==> config.mk <==
export PLATFORM = sky130hd
export DESIGN_NAME = cpu_sequencer
export DESIGN_NICKNAME = d
export VERILOG_FILES = /design/src/rtl/cpu_sequencer.sv
export SDC_FILE = /design/constraint.sdc
export NUM_CORES = 1
export LEC_CHECK = 0
export CORE_UTILIZATION = 35
export DETAILED_ROUTE_END_ITERATION = 12
export PLACE_DENSITY = 0.75
export RECOVER_POWER = 100
export SYNTH_ARGS = -nofsm -noshare
export SYNTH_HDL_FRONTEND = slang
export SYNTH_SLANG_ARGS = --single-unit
==> constraint.sdc <==
create_clock -name clk -period 1.5 [get_ports clk]
set_input_delay 0.375 -clock clk [delete_from_list [all_inputs] [get_ports clk]]
set_output_delay 0.375 -clock clk [all_outputs]
set_load 0.03 [all_outputs]
==> src/rtl/cpu_sequencer.sv <==
// cpu_sequencer: multicycle FETCH/DECODE/EXEC/MEM control sequencer for the
// 16-bit CPU. Produces the per-cycle load/write strobes for IR, PC, register
// file and data memory, and holds the architectural N/Z flag register.
module cpu_sequencer (
    input  logic       clk,
    input  logic       reset,
    input  logic [4:0] opcode,
    input  logic       alu_n,
    input  logic       alu_z,
    input  logic       mem_ready,
    output logic       mem_req,
    output logic       mem_we,
    output logic       mem_sel,
    output logic       ir_load,
    output logic       pc_we,
    output logic [1:0] pc_src,
    output logic       reg_we,
    output logic       flag_n,
    output logic       flag_z,
    output logic       illegal,
    output logic [1:0] state
);

    typedef enum logic [1:0] {
        S_FETCH  = 2'd0,
        S_DECODE = 2'd1,
        S_EXEC   = 2'd2,
        S_MEM    = 2'd3
    } state_t;

    localparam logic [1:0] PC_SRC_TARGET = 2'b00;
    localparam logic [1:0] PC_SRC_REG    = 2'b01;
    localparam logic [1:0] PC_SRC_INCR   = 2'b10;

    state_t state_reg;
    state_t state_next;
    logic   flag_n_reg;
    logic   flag_z_reg;

    // Opcode classification
    logic op_legal;
    logic op_reg_write;
    logic op_flags;
    logic op_jump;
    logic op_jump_reg;
    logic op_cond_z;
    logic op_cond_n;
    logic op_mem;
    logic op_store;
    logic jump_taken;

    // Classify the latched opcode into the action groups the FSM needs
    always_comb begin
        op_legal     = 1'b1;
        op_reg_write = 1'b0;
        op_flags     = 1'b0;
        op_jump      = 1'b0;
        op_jump_reg  = 1'b0;
        op_cond_z    = 1'b0;
        op_cond_n    = 1'b0;
        op_mem       = 1'b0;
        op_store     = 1'b0;
        case (opcode)
            5'b00000: op_reg_write = 1'b1;                               // mv
            5'b00001: begin op_reg_write = 1'b1; op_flags = 1'b1; end    // add
            5'b00010: begin op_reg_write = 1'b1; op_flags = 1'b1; end    // sub
            5'b00011: op_flags = 1'b1;                                   // cmp
            5'b00100: op_mem = 1'b1;                                     // ld
            5'b00101: begin op_mem = 1'b1; op_store = 1'b1; end          // st
            5'b10000: op_reg_write = 1'b1;                               // mvi
            5'b10001: begin op_reg_write = 1'b1; op_flags = 1'b1; end    // addi
            5'b10010: begin op_reg_write = 1'b1; op_flags = 1'b1; end    // subi
            5'b10011: op_flags = 1'b1;                                   // cmpi
            5'b10110: op_reg_write = 1'b1;                               // mvhi
            5'b01000: begin op_jump = 1'b1; op_jump_reg = 1'b1; end      // jr
            5'b01001: begin op_jump = 1'b1; op_jump_reg = 1'b1; op_cond_z = 1'b1; end // jzr
            5'b01010: begin op_jump = 1'b1; op_jump_reg = 1'b1; op_cond_n = 1'b1; end // jnr
            5'b01100: begin op_jump = 1'b1; op_jump_reg = 1'b1; op_reg_write = 1'b1; end // callr
            5'b11000: op_jump = 1'b1;                                    // j
            5'b11001: begin op_jump = 1'b1; op_cond_z = 1'b1; end        // jz
            5'b11010: begin op_jump = 1'b1; op_cond_n = 1'b1; end        // jn
            5'b11100: begin op_jump = 1'b1; op_reg_write = 1'b1; end     // call
            default:  op_legal = 1'b0;
        endcase
    end

    // Branch conditions look at the flags registered before this EXEC
    assign jump_taken = op_jump
                      & (~op_cond_z | flag_z_reg)
                      & (~op_cond_n | flag_n_reg);

    // State register
    always_ff @(posedge clk) begin
        if (reset) begin
            state_reg <= S_FETCH;
        end else begin
            state_reg <= state_next;
        end
    end

    // N/Z flags: loaded from the ALU at the end of a flag-setting EXEC
    always_ff @(posedge clk) begin
        if (reset) begin
            flag_n_reg <= 1'b0;
            flag_z_reg <= 1'b0;
        end else if (state_reg == S_EXEC && op_flags) begin
            flag_n_reg <= alu_n;
            flag_z_reg <= alu_z;
        end
    end

    // Next state and strobes; handshake strobes are Mealy on mem_ready
    always_comb begin
        state_next = state_reg;
        mem_req    = 1'b0;
        mem_we     = 1'b0;
        mem_sel    = 1'b0;
        ir_load    = 1'b0;
        pc_we      = 1'b0;
        pc_src     = PC_SRC_INCR;
        reg_we     = 1'b0;
        illegal    = 1'b0;
        case (state_reg)
            S_FETCH: begin
                mem_req = 1'b1;
                if (mem_ready) begin
                    ir_load    = 1'b1;
                    pc_we      = 1'b1;
                    state_next = S_DECODE;
                end
            end
            S_DECODE: begin
                illegal    = ~op_legal;
                state_next = S_EXEC;
            end
            S_EXEC: begin
                reg_we = op_reg_write;
                pc_we  = jump_taken;
                if (op_jump) begin
                    pc_src = op_jump_reg ? PC_SRC_REG : PC_SRC_TARGET;
                end
                state_next = op_mem ? S_MEM : S_FETCH;
            end
            S_MEM: begin
                mem_req = 1'b1;
                mem_sel = 1'b1;
                mem_we  = op_store;
                if (mem_ready) begin
                    reg_we     = ~op_store;
                    state_next = S_FETCH;
                end
            end
            default: state_next = S_FETCH;
        endcase
        // Reset silences every output, abandoning any access in flight
        if (reset) begin
            mem_req = 1'b0;
            mem_we  = 1'b0;
            mem_sel = 1'b0;
            ir_load = 1'b0;
            pc_we   = 1'b0;
            pc_src  = 2'b00;
            reg_we  = 1'b0;
            illegal = 1'b0;
        end
    end

    assign flag_n = flag_n_reg & ~reset;
    assign flag_z = flag_z_reg & ~reset;
    assign state  = reset ? 2'b00 : state_reg;

endmodule

==> results.json, run 1 <==
{
  "finalSetupViolCount": 12,
  "path_clk_slew_ns": 0.03,
  "yosysUniqueCellTypes": 29,
  "wl_per_cell_um": 15.1,
  "synthAdderAreaFrac": 0.125,
  "synthArstFlopShare": 0,
  "clock_path_buffers": 2,
  "rsz0062_at_grt": "yes",
  "cts_root_buffer": "clkbuf_4",
  "violations": "setup timing",
  "yosysSeqAreaShare": 0.166,
  "synth_warnings": 0,
  "path_class": "flop to output pin",
  "final_common_cell": "buf_4",
  "tightest_slew_ns": 0.282,
  "synth_mux_area_frac": 0.0234,
  "cts_tree": "done",
  "syn_avg_cell_area_um2": 7.65,
  "antenna_found_initial": 0,
  "max_slew_margin": 0.810,
  "drv_cap": 0,
  "cp.required_ns": 1.12,
  "holdCritStartpoint": "flag_z_reg",
  "synthCells": 63,
  "clock_sinks": 4,
  "synth_xor_area_frac": 0,
  "end_kind": "output pin",
  "max_clock_freq_mhz": 521,
  "hold_path_class": "flop to flop",
  "synth_top_family_by_area": "simple AND/OR/NAND/NOR gates",
  "critPathMaxFanout": 3,
  "grt_pass1_vias": 585,
  "cts_inserted_buffers": 3,
  "routed_wirelength_um": 1860,
  "power_density_nw_per_um2": 755,
  "synth_compound_area_frac": 0.236,
  "drt_first_pass_iters": 4,
  "grt_pass1_wl_um": 2480,
  "mostFrequentLayoutCells": "buf_4 (24), buf_6 (16), nor2_1 (4)",
  "fin_skew_ns": 0.000550,
  "drive_gt1_frac": 0.722,
  "row_count": 13,
  "holdPathStages": 2,
  "synth_edf_count": 0,
  "startpoint_type": "flop",
  "core_area_um2": 1280,
  "area_growth_pct": 131,
  "vias": 646,
  "die_h_um": 39.1,
  "status": "finished, violations left",
  "syn_area_um2": 482,
  "diodes": 0,
  "hold_viol": 0,
  "rrSetupSlack_ns": -0.10,
  "htreeDepth": 1,
  "timing.final.ws_setup_ns": -0.420,
  "fin_util": 0.867,
  "synth-simple-area-share": 0.374,
  "hpwl_um": 1140,
  "place.gp.congestion": 0.743,
  "cts_hold_buf": 0,
  "ant_nets": 0,
  "io-pin-count": 23,
  "slew_viol_final": 0,
  "drcViolationCount": 0,
  "viasPerCell": 5.25,
  "grt_max_degree": 12,
  "largest_register_ffs": 2,
  "synth_nets": 77,
  "critPathLaunch": "state_reg[1]",
  "max-vdd-ir-drop_uv": 706,
  "pre_cts_slack_ns": -0.930,
  "fin_nets": 124,
  "period_minus_slack_ns": 1.92,
  "r2r_start": "state_reg[0]",
  "fin_crit_sh": 1.28,
  "drt_iter0_drc": 7,
  "dieArea_um2": 1530,
  "port_buffers": 22,
  "ff2ff_path_depth": 6,
  "synth_ff_type": "dfxtp_1",
  "ys_seq_elements": 4,
  "die_w_um": 39.1,
  "insertion_delay_ns": 0.24,
  "leakagePower_uw": 0.000465,
  "power_uw": 840,
  "start_util": 0.375,
  "grt_overflow_total": 0,
  "grtUsageTotal": 0.251,
  "cp_data_arrival_time_ns": 1.54
}
path summary, 6_finish.rpt:
path | endpoint
min | flag_z_reg
min reg2reg | flag_z_reg
max | pc_we
max reg2reg | flag_n_reg
per-layer routing:
metal / vias up / track usage / part of all wire
met5: - / 0 / 0
met4: 0 / 0.129 / 0.012
li1: 318 / - / -
met2: 19 / 0.479 / 0.57
met1: 307 / 0.257 / 0.39
met3: 2 / 0.0347 / 0.031
cells in the mapped netlist, types with 2 or more instances:
| library cell | number | area (µm²) |
|---|---|---|
| nor2_1 | 7 | 26.3 |
| a21oi_1 | 5 | 25.0 |
| dfxtp_1 | 4 | 80.1 |
| ha_1 | 4 | 50.1 |
| nand2_1 | 4 | 15.0 |
| nand2b_1 | 4 | 25.0 |
| nor2b_1 | 4 | 25.0 |
| inv_1 | 3 | 11.3 |
| o21ai_0 | 3 | 15.0 |
| a2111oi_0 | 2 | 17.5 |
| a211oi_1 | 2 | 15.0 |
| buf_2 | 2 | 10.0 |
| nand3b_1 | 2 | 15.0 |
| or3b_1 | 2 | 17.5 |
repair_timing:
| item | in CTS | in global routing |
|---|---|---|
| endpoints found under the setup margin | 17 | 14 |
| gates resized for setup | 57 | 29 |
| pin swaps | 8 | 9 |
| cloned | 0 | 0 |
| buffers inserted | 2 | 2 |
stage by stage:
stage	TNS, ns	hold slack (ns)	area [µm²]	instances
floorplan	-1.43	0.457	544	63
global placement	-7.93	0.481	872	117
detailed placement	-7.99	0.491	872	117
CTS	-2.99	0.496	1010	122
global route	-3.26	0.589	1110	123
finish	-2.62	0.555	1110	123
cells by family after synthesis:
family                   count (synthesis)
AND/OR/NAND/NOR                         29
AO/OA/AOI/OAI                           17
buffers and inverters                    7
adder cells (fa/ha/maj)                  5
flip-flops                               4
multiplexers                             1
cell type report:
class | count | area, µm²
tap | 15 | 18.8
sequential | 4 | 82.6
clock buffer | 3 | 22.5
fill | 71 | 171
multi-input combinational | 52 | 562
timing repair buffer | 46 | 414
inverter | 3 | 13.8
critical path, stage by stage, from the launching register on:
cell and delay [ns]:
dfxtp_2 0.33, buf_6 0.12, inv_4 0.06, ha_4 0.13, nand2_2 0.05, and3b_2 0.23
a221oi_4 0.22, buf_6 0.16
where the power goes:
part	internal, µW	switching [µW]
registers	123	12.4
logic	292	279
clock network	89.5	44.2
Power figures use the tool's default switching activity.
==> run 2: changes to the inputs <==
--- a/config.mk
+++ b/config.mk
@@ -5,9 +5,11 @@
 export SDC_FILE = /design/constraint.sdc
 export NUM_CORES = 1
 export LEC_CHECK = 0
-export CORE_UTILIZATION = 35
+export CAP_MARGIN = 20
+export CORE_AREA = 2 2 39 41
 export DETAILED_ROUTE_END_ITERATION = 12
-export PLACE_DENSITY = 0.75
+export DIE_AREA = 0 0 41 43
+export PLACE_DENSITY = 0.76
 export RECOVER_POWER = 100
 export SYNTH_ARGS = -nofsm -noshare
 export SYNTH_HDL_FRONTEND = slang
==> constraint.sdc (replaced) <==
create_clock -name clk -period 2.1 [get_ports clk]
set_input_delay 0.525 -clock clk [delete_from_list [all_inputs] [get_ports clk]]
set_output_delay 0.525 -clock clk [all_outputs]
set_load 0.03 [all_outputs]
==> run 2 against run 1 <==
  * The flow still finishes with violations (setup timing)
  * Combinational power down 56%
  * Via count shrank 7.7%
  * Setup slack gained 0.32 ns
  * Sequential share of layout area is 1.6 points higher
  * Non-clock buffer count is 6 lower
  * Total power decreased by 48%
==> results.json, run 2 (synthesis gave the netlist of run 1 again) <==
{
  "max_slew_margin": 0.755,
  "grt_pass1_vias": 565,
  "drcViolationCount": 0,
  "start_util": 0.348,
  "finalSetupViolCount": 3,
  "drt_iter0_drc": 4,
  "vias": 596,
  "fin_crit_sh": 1.05,
  "core_area_um2": 1380,
  "seqCellArea_um2": 80.1,
  "startpoint_type": "input port",
  "diodes": 0,
  "route.met2.wl_um": 734,
  "whs_ns": 0.492,
  "area_growth_pct": 83.9,
  "grt_pass1_wl_um": 2100,
  "power_uw": 437,
  "max-vdd-ir-drop_uv": 388,
  "path_class": "input port to output pin",
  "route.met3.wl_um": 72,
  "fin_skew_ns": 0.00132,
  "row_count": 14,
  "mostFrequentLayoutCells": "buf_4 (18), nor2_1 (7), buf_6 (7), clkbuf_1 (6)",
  "multi_input_area_um2": 438,
  "hold_viol": 0,
  "wl_per_cell_um": 11.6,
  "clock_sinks": 4,
  "final_common_cell": "buf_4",
  "cp.required_ns": 1.57,
  "timing.final.ws_setup_ns": -0.0969,
  "tightest_slew_ns": 0.368,
  "hpwl_um": 1070,
  "routed.top_layer": "met3",
  "dieArea_um2": 1760,
  "max_clock_freq_mhz": 455,
  "hold_path_class": "flop to flop",
  "clock_path_buffers": 2,
  "io-pin-count": 23,
  "cts_tree": "done",
  "antenna_found_initial": 0,
  "routed_wirelength_um": 1360,
  "cp_data_arrival_time_ns": 1.67,
  "insertion_delay_ns": 0.23,
  "period_minus_slack_ns": 2.20,
  "nFillCells": 129,
  "htreeDepth": 1,
  "die_h_um": 43,
  "drive_gt1_frac": 0.471,
  "instances_no_fill": 118,
  "path_clk_slew_ns": 0.04,
  "cts_inserted_buffers": 3,
  "cts_hold_buf": 0,
  "ant_nets": 0,
  "leakagePower_uw": 0.000380,
  "status": "finished, violations left",
  "place.gp.congestion": 0.735,
  "port_buffers": 22,
  "drt-met1-wl_um": 557,
  "grtUsageTotal": 0.169,
  "rsz0062_at_grt": "yes",
  "violations": "setup timing",
  "largest_register_ffs": 2,
  "viasPerCell": 5.05,
  "drv_cap": 0,
  "drt_first_pass_iters": 6,
  "cts_root_buffer": "clkbuf_4",
  "die_w_um": 41,
  "fin_util": 0.640,
  "power_density_nw_per_um2": 493,
  "end_kind": "output pin",
  "place_inst": 113,
  "fin_nets": 118,
  "critPathMaxFanout": 2,
  "slew_viol_final": 0,
  "grt_overflow_total": 0,
  "grt_max_degree": 10
}
## run 2: cell count changes in the layout (fill, tap and decap cells not counted), sizes merged
cell and delta:
buf -17, clkbuf +8, clkdlybuf4s15 +3
## run 2: final timing paths
kind	from	to	slack [ns]	cells after the start
max	opcode[2]	pc_we	-0.1	6
min	flag_n_reg	flag_n_reg	0.49	2
max reg2reg	state_reg[1]	flag_z_reg	0.39	5
min reg2reg	flag_n_reg	flag_n_reg	0.49	2
## run 2: area by class of cell
| cell class | instances | share of cell area |
|---|---|---|
| multi-input cells | 52 | 0.494 |
| well taps | 16 | 0.0226 |
| inverters | 3 | 0.0127 |
| clock buffers | 3 | 0.0254 |
| flip-flops and latches | 4 | 0.0904 |
| repair buffers | 40 | 0.355 |
## run 2: stage by stage
step	area (µm²)	TNS (ns)	setup WS (ns)
after floorplan	527	-0.105	-0.0459
after global placement	818	-2.45	-0.607
after detailed placement	818	-2.61	-0.636
after CTS	898	-0.132	-0.0950
after global routing	886	-0.329	-0.139
final	886	-0.137	-0.0969
## run 2: power breakdown
part | internal [µW] | total (µW) | switching (µW)
clock network | 63.7 | 92.2 | 28.5
registers | 85.9 | 93.7 | 7.81
logic | 114 | 251 | 137
## run 2: per-layer routing
| layer | global-route usage | up-vias |
|---|---|---|
| li1 | - | 307 |
| met1 | 0.162 | 271 |
| met2 | 0.322 | 18 |
| met3 | 0.0419 | 0 |
| met4 | 0.0467 | 0 |
| met5 | 0 | - |
## run 2: repair_timing
action / in CTS / in global routing
setup endpoints to repair: 6 / 4
setup buffers: 2 / 0
gates resized for setup: 41 / 3
pin swaps: 5 / 1
## run 2: worst max-delay path, cell delays in order
cell	delay, ns
buf_6	0.10
maj3_2	0.30
nand3b_1	0.17
buf_4	0.15
a221oi_4	0.26
buf_6	0.16
